==> config.mk <==
export PLATFORM = sky130hd
export DESIGN_NAME = mips_multicycle_ctrl_flat
export DESIGN_NICKNAME = d
export VERILOG_FILES = /design/src/rtl/mips_multicycle_ctrl_if.sv /design/src/rtl/mips_multicycle_ctrl.sv /design/src/flat_wrapper.sv
export SDC_FILE = /design/constraint.sdc
export NUM_CORES = 1
export LEC_CHECK = 0
export ABC_AREA = 1
export CAP_MARGIN = 20
export CORE_MARGIN = 3
export CORE_UTILIZATION = 37
export CTS_BUF_LIST = sky130_fd_sc_hd__clkbuf_8
export DETAILED_ROUTE_END_ITERATION = 12
export GPL_TIMING_DRIVEN = 0
export PLACE_DENSITY = 0.78
export RECOVER_POWER = 50
export SLEW_MARGIN = 20
export SYNTH_ARGS = -nofsm -noshare
export SYNTH_HDL_FRONTEND = slang
export SYNTH_SLANG_ARGS = --single-unit
==> constraint.sdc <==
create_clock -name clk -period 1.3 [get_ports clk]
set_input_delay 0.325 -clock clk [delete_from_list [all_inputs] [get_ports clk]]
set_output_delay 0.325 -clock clk [all_outputs]
set_load 0.01 [all_outputs]
==> src/rtl/mips_multicycle_ctrl_if.sv <==
// rtl/mips_multicycle_ctrl_if.sv - control/datapath signal bundle for the multicycle MIPS controller
interface mips_multicycle_ctrl_if;
  logic       clk_enable;
  logic [5:0] opcode;
  logic [5:0] funct;
  logic       branch_taken;
  logic       target_zero;
  logic [2:0] state;
  logic       active;
  logic       ir_write;
  logic       pc_write;
  logic [1:0] pc_src;
  logic       target_write;
  logic       reg_write;
  logic [1:0] reg_dst;
  logic [1:0] wb_src;
  logic       alu_src_imm;
  logic       data_read;
  logic       data_write;
  logic       illegal_instr;

  // controller side
  modport master (
    input  clk_enable, opcode, funct, branch_taken, target_zero,
    output state, active, ir_write, pc_write, pc_src, target_write, reg_write,
           reg_dst, wb_src, alu_src_imm, data_read, data_write, illegal_instr
  );

  // datapath side
  modport slave (
    output clk_enable, opcode, funct, branch_taken, target_zero,
    input  state, active, ir_write, pc_write, pc_src, target_write, reg_write,
           reg_dst, wb_src, alu_src_imm, data_read, data_write, illegal_instr
  );
endinterface

==> src/rtl/mips_multicycle_ctrl.sv <==
// rtl/mips_multicycle_ctrl.sv - multicycle MIPS control FSM; MIPS_CTRL_DELAY_SLOT_EN enables branch delay slot
module mips_multicycle_ctrl #(
  parameter bit RESET_ACTIVE = 1'b1
) (
  input  logic                   clk,
  input  logic                   reset,
  mips_multicycle_ctrl_if.master bus
);

  typedef enum logic [2:0] {
    S_IF = 3'd0, S_ID = 3'd1, S_EX = 3'd2, S_MEM = 3'd3, S_WB = 3'd4, S_HALTED = 3'd5
  } state_t;

  typedef enum logic [3:0] {
    C_ALU_R, C_ALU_I, C_LOAD, C_STORE, C_BRANCH, C_J, C_JAL, C_JR, C_JALR, C_ILLEGAL
  } class_t;

  state_t state_q, state_d;
  logic   halt_pending_q, halt_pending_d;
  logic   illegal_q, illegal_d;
`ifdef MIPS_CTRL_DELAY_SLOT_EN
  logic   target_pending_q, target_pending_d;
  logic   in_slot_q, in_slot_d;
`endif

  class_t     cls;
  logic       redirect, commit, fin, en;
  logic       ir_write_s, pc_write_s, target_write_s, reg_write_s, data_read_s, data_write_s;
  logic [1:0] pc_src_s;

  // instruction class from the latched IR fields
  always_comb begin
    cls = C_ILLEGAL;
    case (bus.opcode)
      6'b000000: begin
        case (bus.funct)
          6'b001000: cls = C_JR;
          6'b001001: cls = C_JALR;
          default:   cls = C_ALU_R;
        endcase
      end
      6'b000001, 6'b000100, 6'b000101, 6'b000110, 6'b000111: cls = C_BRANCH;
      6'b000010: cls = C_J;
      6'b000011: cls = C_JAL;
      6'b001001, 6'b001010, 6'b001011, 6'b001100,
      6'b001101, 6'b001110, 6'b001111: cls = C_ALU_I;
      6'b100000, 6'b100001, 6'b100011, 6'b100100, 6'b100101: cls = C_LOAD;
      6'b101000, 6'b101001, 6'b101011: cls = C_STORE;
      default: cls = C_ILLEGAL;
    endcase
  end

  // sequencing, control-transfer bookkeeping and raw strobe decode
  always_comb begin
    state_d        = state_q;
    halt_pending_d = halt_pending_q;
    illegal_d      = illegal_q;
`ifdef MIPS_CTRL_DELAY_SLOT_EN
    target_pending_d = target_pending_q;
    in_slot_d        = in_slot_q;
`endif
    ir_write_s     = 1'b0;
    pc_write_s     = 1'b0;
    target_write_s = 1'b0;
    reg_write_s    = 1'b0;
    data_read_s    = 1'b0;
    data_write_s   = 1'b0;
    pc_src_s       = 2'd0;
    fin            = 1'b0;
    redirect = (cls inside {C_J, C_JAL, C_JR, C_JALR}) ||
               ((cls == C_BRANCH) && bus.branch_taken);
    commit   = (state_q == S_EX) && redirect;

    case (state_q)
      S_IF: begin
        ir_write_s = 1'b1;
        state_d    = S_ID;
      end
      S_ID: begin
        if (cls == C_ILLEGAL) begin
          illegal_d = 1'b1;
          state_d   = S_HALTED;
        end else begin
          state_d = S_EX;
        end
      end
      S_EX: begin
        case (cls)
          C_LOAD, C_STORE:     state_d = S_MEM;
          C_BRANCH, C_J, C_JR: fin = 1'b1;
          default:             state_d = S_WB;
        endcase
      end
      S_MEM: begin
        if (cls == C_STORE) begin
          data_write_s = 1'b1;
          fin          = 1'b1;
        end else begin
          data_read_s = 1'b1;
          state_d     = S_WB;
        end
      end
      S_WB: begin
        reg_write_s = 1'b1;
        fin         = 1'b1;
      end
      default: state_d = S_HALTED;
    endcase

`ifdef MIPS_CTRL_DELAY_SLOT_EN
    // a transfer inside the delay slot is ignored: the pending target already owns the PC
    if (commit && !target_pending_q) begin
      target_write_s   = 1'b1;
      target_pending_d = 1'b1;
      if (bus.target_zero) halt_pending_d = 1'b1;
    end
    if (fin) begin
      pc_write_s = 1'b1;
      state_d    = S_IF;
      if (in_slot_q) begin
        pc_src_s         = 2'd2;
        target_pending_d = 1'b0;
        in_slot_d        = 1'b0;
        if (halt_pending_q) state_d = S_HALTED;
      end else if (target_pending_d) begin
        in_slot_d = 1'b1;
      end
    end
`else
    if (commit && bus.target_zero) halt_pending_d = 1'b1;
    if (fin) begin
      pc_write_s = 1'b1;
      pc_src_s   = redirect ? 2'd1 : 2'd0;
      state_d    = halt_pending_d ? S_HALTED : S_IF;
    end
`endif
  end

  // state and flag registers; clk_enable freezes everything
  always_ff @(posedge clk) begin
    if (reset) begin
      state_q          <= RESET_ACTIVE ? S_IF : S_HALTED;
      halt_pending_q   <= 1'b0;
      illegal_q        <= 1'b0;
`ifdef MIPS_CTRL_DELAY_SLOT_EN
      target_pending_q <= 1'b0;
      in_slot_q        <= 1'b0;
`endif
    end else if (bus.clk_enable) begin
      state_q          <= state_d;
      halt_pending_q   <= halt_pending_d;
      illegal_q        <= illegal_d;
`ifdef MIPS_CTRL_DELAY_SLOT_EN
      target_pending_q <= target_pending_d;
      in_slot_q        <= in_slot_d;
`endif
    end
  end

  assign en = bus.clk_enable & ~reset;

  assign bus.state         = state_q;
  assign bus.active        = (state_q != S_HALTED);
  assign bus.illegal_instr = illegal_q;
  assign bus.ir_write      = ir_write_s & en;
  assign bus.pc_write      = pc_write_s & en;
  assign bus.target_write  = target_write_s & en;
  assign bus.reg_write     = reg_write_s & en;
  assign bus.data_read     = data_read_s & en;
  assign bus.data_write    = data_write_s & en;
  assign bus.pc_src        = pc_src_s;
  assign bus.alu_src_imm   = cls inside {C_ALU_I, C_LOAD, C_STORE};
  assign bus.reg_dst       = (cls == C_JAL) ? 2'd2 :
                             (cls inside {C_ALU_R, C_JALR}) ? 2'd1 : 2'd0;
  assign bus.wb_src        = (cls == C_LOAD) ? 2'd1 :
                             (cls inside {C_JAL, C_JALR}) ? 2'd2 : 2'd0;

endmodule

==> src/flat_wrapper.sv <==
// flat-port wrapper written by rule: the top's interface ports become plain ports
module mips_multicycle_ctrl_flat 
#(
  parameter bit RESET_ACTIVE = 1'b1
)
  (clk, reset, bus_clk_enable, bus_opcode, bus_funct, bus_branch_taken, bus_target_zero, bus_state, bus_active, bus_ir_write, bus_pc_write, bus_pc_src, bus_target_write, bus_reg_write, bus_reg_dst, bus_wb_src, bus_alu_src_imm, bus_data_read, bus_data_write, bus_illegal_instr);
  mips_multicycle_ctrl_if bus_i ();
  input  logic clk;
  input  logic reset;
  input wire logic [$bits(bus_i.clk_enable)-1:0] bus_clk_enable;
  input wire logic [$bits(bus_i.opcode)-1:0] bus_opcode;
  input wire logic [$bits(bus_i.funct)-1:0] bus_funct;
  input wire logic [$bits(bus_i.branch_taken)-1:0] bus_branch_taken;
  input wire logic [$bits(bus_i.target_zero)-1:0] bus_target_zero;
  output wire logic [$bits(bus_i.state)-1:0] bus_state;
  output wire logic [$bits(bus_i.active)-1:0] bus_active;
  output wire logic [$bits(bus_i.ir_write)-1:0] bus_ir_write;
  output wire logic [$bits(bus_i.pc_write)-1:0] bus_pc_write;
  output wire logic [$bits(bus_i.pc_src)-1:0] bus_pc_src;
  output wire logic [$bits(bus_i.target_write)-1:0] bus_target_write;
  output wire logic [$bits(bus_i.reg_write)-1:0] bus_reg_write;
  output wire logic [$bits(bus_i.reg_dst)-1:0] bus_reg_dst;
  output wire logic [$bits(bus_i.wb_src)-1:0] bus_wb_src;
  output wire logic [$bits(bus_i.alu_src_imm)-1:0] bus_alu_src_imm;
  output wire logic [$bits(bus_i.data_read)-1:0] bus_data_read;
  output wire logic [$bits(bus_i.data_write)-1:0] bus_data_write;
  output wire logic [$bits(bus_i.illegal_instr)-1:0] bus_illegal_instr;
  assign bus_i.clk_enable = bus_clk_enable;
  assign bus_i.opcode = bus_opcode;
  assign bus_i.funct = bus_funct;
  assign bus_i.branch_taken = bus_branch_taken;
  assign bus_i.target_zero = bus_target_zero;
  assign bus_state = bus_i.state;
  assign bus_active = bus_i.active;
  assign bus_ir_write = bus_i.ir_write;
  assign bus_pc_write = bus_i.pc_write;
  assign bus_pc_src = bus_i.pc_src;
  assign bus_target_write = bus_i.target_write;
  assign bus_reg_write = bus_i.reg_write;
  assign bus_reg_dst = bus_i.reg_dst;
  assign bus_wb_src = bus_i.wb_src;
  assign bus_alu_src_imm = bus_i.alu_src_imm;
  assign bus_data_read = bus_i.data_read;
  assign bus_data_write = bus_i.data_write;
  assign bus_illegal_instr = bus_i.illegal_instr;
  mips_multicycle_ctrl #(.RESET_ACTIVE(RESET_ACTIVE)) u_core (.clk(clk), .reset(reset), .bus(bus_i));
endmodule
==> flow_metrics.py, run 1 <==
metrics = {
    "die": {
        "initial_core_util": 0.421,
        "die_h_um": 49.0,
        "io-pin-count": 35,
        "die_w_um": 49.0,
        "row_count": 14,
    },
    "placement": {
        "gp_congestion": 0.771,
        "placed_cell_area_mm2": 0.00107,
        "hpwl_um": 1540,
        "io_buffer_count": 32,
    },
    "clock_network": {
        "cts_made_buffers": 3,
        "clkSinkCount": 5,
        "htreeDepth": 1,
        "postCtsHoldBufs": 0,
        "cts_buffer_depth": 2,
        "clockRootBuffer": "clkbuf_8",
    },
    "timing": {
        "worstEpCategory": "top-level output",
        "grt-worst-endpoint": "bus_pc_write",
    },
    "outcome": {
        "outcome": "did not finish",
        "stop_stage": "global routing",
        "firstError": "[ERROR DPL-0038] Utilization greater than 100%, impossible to legalize",
    },
    "global_route": {
        "grt_max_degree": 9,
    },
    "yosys": {
        "synth-seq-cells": 5,
        "synth_area_um2": 686,
        "synthCells": 118,
        "synth_cell_types": 25,
        "synth_warnings": 0,
        "yosysSeqAreaShare": 0.146,
        "syn_area_per_cell_um2": 5.81,
    },
}
cell usage after synthesis, drive strengths merged:
master / n / area (um2)
nand2: 25 / 104
dfxtp: 5 / 100
buf: 4 / 25.0
and2: 1 / 6.26
nor4: 2 / 12.5
a21oi: 4 / 23.8
nor3: 5 / 36.3
inv: 19 / 71.3
o21a: 1 / 7.51
conb: 1 / 3.75
nand3: 16 / 105
o21ai: 7 / 38.8
nor2: 26 / 133
nand4: 2 / 18.8
timing repair:
item,4_1_cts
hold endpoints to repair,0
setup buffers,28
gates resized for setup,157
pin swaps,26
endpoints found under the setup margin,21
stage by stage:
step,setup slack [ns],utilization,std cells
floorplan,-0.104,-,119
global placement,-1.22,0.656,175
detailed placement,-1.26,0.656,175
CTS,-0.381,0.880,204
cells by family after synthesis:
group	count (synthesis)	share of synthesized area
AOI/OAI and AO/OA	12	0.102
buffers and inverters	23	0.141
other	1	0.00547
DFF	5	0.146
and+or+nand+nor	77	0.606
==> inputs of run 2 (changes only) <==
--- a/config.mk
+++ b/config.mk
@@ -7,12 +7,11 @@
 export LEC_CHECK = 0
 export ABC_AREA = 1
 export CAP_MARGIN = 20
-export CORE_MARGIN = 3
-export CORE_UTILIZATION = 37
-export CTS_BUF_LIST = sky130_fd_sc_hd__clkbuf_8
+export CORE_AREA = 3 3 64 66
 export DETAILED_ROUTE_END_ITERATION = 12
+export DIE_AREA = 0 0 67 69
 export GPL_TIMING_DRIVEN = 0
-export PLACE_DENSITY = 0.78
+export PLACE_DENSITY_LB_ADDON = 0.15
 export RECOVER_POWER = 50
 export SLEW_MARGIN = 20
 export SYNTH_ARGS = -nofsm -noshare
==> constraint.sdc (replaced) <==
create_clock -name clk -period 1.7 [get_ports clk]
set_input_delay 0.425 -clock clk [delete_from_list [all_inputs] [get_ports clk]]
set_output_delay 0.425 -clock clk [all_outputs]
set_load 0.01 [all_outputs]
==> run 2 against run 1 <==
  * The flow now finishes, with violations (negative setup slack)
  * Synthesized area unchanged
  * Synthesized cell count unchanged
==> flow_metrics.py, run 2 <==
metrics = {
    "timing": {
        "fin_crit_sh": 1.11,
        "fmax_mhz": 531,
        "period_needed_ns": 1.88,
        "slew_viol_final": 0,
        "finalHoldViolCount": 0,
        "worst_clock_skew_ns": 0.00127,
        "setup_ws_ns": -0.182,
        "setup_viol": 3,
        "setup_tns_ns": -0.468,
        "rsz0062_at_grt": "yes",
    },
    "global_route": {
        "grt_pass1_wl_um": 3770,
        "gr-total-overflow": 0,
        "grt_max_degree": 11,
        "track_usage": 0.0997,
        "grt_pass1_vias": 909,
        "antenna_found_initial": 0,
    },
    "critical_path": {
        "reg2reg_from": "u_core.bus.state[1]",
        "path_buf_inv": 3,
        "cp_cell_sequence": "buf_6 -> nor2_4 -> nand3_4 -> nor2_4 -> o21ai_2 -> nand2_2 -> inv_2 -> nor2_2 -> buf_2",
        "slowest_delay_ns": 0.20,
        "r2r_end": "u_core.bus.state[2]",
        "crit_top_cell": "nor2_4",
        "r2r_slack_ns": 0.18,
        "r2r_cells": 10,
        "cp_max_fo": 5,
        "critPathCaptureType": "output pin",
        "cp-start-kind": "input port",
        "worstPathRequired_ns": 1.27,
        "setup.worst_path.start": "bus_opcode[5]",
        "worst_ep_arrival_time_ns": 1.46,
        "crit_type": "in -> out",
        "critPathSlowestCell": "nor2_4",
        "critical-path-top-delay-family": "simple AND/OR/NAND/NOR gates",
    },
    "worst_hold_path": {
        "holdCritPathClass": "reg -> reg",
        "hold_depth": 2,
        "hold_path_startpoint": "u_core.bus.illegal_instr",
        "holdPathEnd": "u_core.bus.illegal_instr",
    },
    "final_layout": {
        "final_cells": 220,
        "num_antenna_cells": 0,
        "layout_commonest_cell": "buf_4",
        "area_delta_synth_final_pct": 89.8,
        "largest_reg_flops": 3,
        "mostFrequentLayoutCells": "buf_4 (19), nand2_1 (16), buf_2 (15)",
        "final_layout_size_suffix_gt1_frac": 0.576,
        "fin_nets": 190,
    },
    "yosys": {
        "synthArstFlopShare": 0,
        "synth_edf_count": 0,
        "synth_top_area_share": 0.146,
        "synth-seq-cells": 5,
        "synth_common_cells": "nand2_1 (21), inv_1 (16), nor2_1 (16), nand3_1 (11), nor2_2 (8)",
        "synth.area.top_cells": "dfxtp_1 (15%), nand2_1 (11%), inv_1 (8.8%)",
        "syn_area_per_cell_um2": 5.81,
        "synth_warnings": 0,
        "yosysSeqAreaShare": 0.146,
        "yosysMostFrequentCell": "nand2_1",
        "synth_cell_types": 25,
        "synthCells": 118,
        "synth_area_um2": 686,
        "ys.flop_type": "dfxtp_1",
        "netlist.top_cell.by_area": "dfxtp_1",
    },
    "die": {
        "core-area_mm2": 0.00363,
        "row_count": 22,
        "io-pin-count": 35,
        "die_w_um": 67,
        "die_h_um": 69,
        "initial_core_util": 0.189,
        "fp.dieArea_mm2": 0.00462,
    },
    "route": {
        "drtIter0Drc": 17,
        "drt_pass1_iterations": 2,
        "routed_wl_um": 2190,
        "viasPerCell": 4.15,
        "wl_per_cell_um": 9.96,
        "vias": 914,
        "ant_nets": 0,
        "drcViolationCount": 0,
    },
    "clock_network": {
        "postCtsHoldBufs": 0,
        "cts_buffer_depth": 2,
        "cts_made_buffers": 3,
        "htreeDepth": 1,
        "clock_latency_ns": 0.22,
        "cts_tree": "built",
        "clkTransAtPathRegs_ns": 0.03,
        "clockRootBuffer": "clkbuf_8",
        "clkSinkCount": 5,
    },
    "placement": {
        "dp.cells": 199,
        "hpwl_um": 1660,
        "io_buffer_count": 32,
        "gp_congestion": 0.818,
    },
    "outcome": {
        "violations": "negative setup slack",
        "outcome": "finished with violations",
    },
    "power_and_ir_drop": {
        "power_density_mw_per_mm2": 447,
        "leakage_nw": 0.618,
        "vdd_drop_max_mv": 0.184,
    },
    "flow_run": {
        "maxCapViolations": 0,
    },
}
-- run 2: cell counts after synthesis --
Identical to the previous run, type by type.
-- run 2: cell type report --
cell class	count	area [um2]
Fill cell	417	2330
Multi-Input combinational cell	91	616
Timing Repair Buffer	49	375
Sequential cell	5	101
Inverter	19	73.8
Tap cell	48	60.1
Clock buffer	4	45.0
Buffer	4	30.0
-- run 2: cells by family after synthesis --
kind of cell | count (synthesis) | synth area share
DFF | 5 | 0.146
buffers and inverters | 23 | 0.141
and+or+nand+nor | 77 | 0.606
AOI/OAI and AO/OA | 12 | 0.102
other | 1 | 0.00547
-- run 2: per-layer routing --
metal / wire (um) / vias up / global-route usage
met3: 102 / 0 / 0.0342
li1: - / 484 / -
met5: 0 / - / 0
met1: 945 / 412 / 0.124
met2: 1140 / 18 / 0.169
met4: 0 / 0 / 0.00901
-- run 2: how the worst max path moves through the flow --
stage / endpoint / depth (start not counted) / slack [ns]
2_1_floorplan: bus_pc_write / 7 / 0.04
3_3_place_gp: bus_pc_write / 10 / -1.11
3_5_place_dp: bus_pc_write / 10 / -1.12
4_1_cts: bus_pc_write / 11 / -0.17
5_1_grt: bus_reg_dst[0] / 9 / -0.26
6_report: bus_pc_write / 9 / -0.18
-- run 2: where the power goes --
part           internal [W]  switching (W)  leakage, nW
Sequential         0.000126     0.00000782       0.0412
Clock              0.000161      0.0000542       0.0228
Combinational      0.000106       0.000128        0.554
-- run 2: repair_timing --
item	4_1_cts	5_1_grt
buffers inserted	16	3
pin swaps	20	13
endpoints found under the setup margin	16	12
gates resized for setup	120	27
-- run 2: stage by stage --
stage	worst slack [ns]	hold slack (ns)	power [W]	util	area (um2)
floorplan	0.0357	0.441	0.000239	-	689
global placement	-1.11	0.452	0.000333	0.294	1070
detailed placement	-1.12	0.455	0.000334	0.294	1070
CTS	-0.169	0.464	0.000574	0.339	1230
global route	-0.262	0.513	0.000628	0.358	1300
finish	-0.182	0.459	0.000582	0.358	1300
-- run 2: tightest hold or removal path: cells and delay by family (launching register included) --
kind	cells	cell delay (ns)
flip-flops	1	0.32
AND/OR/NAND/NOR	1	0.05
AO/OA/AOI/OAI	1	0.05
No activity file was read; power rests on OpenSTA's default activity.
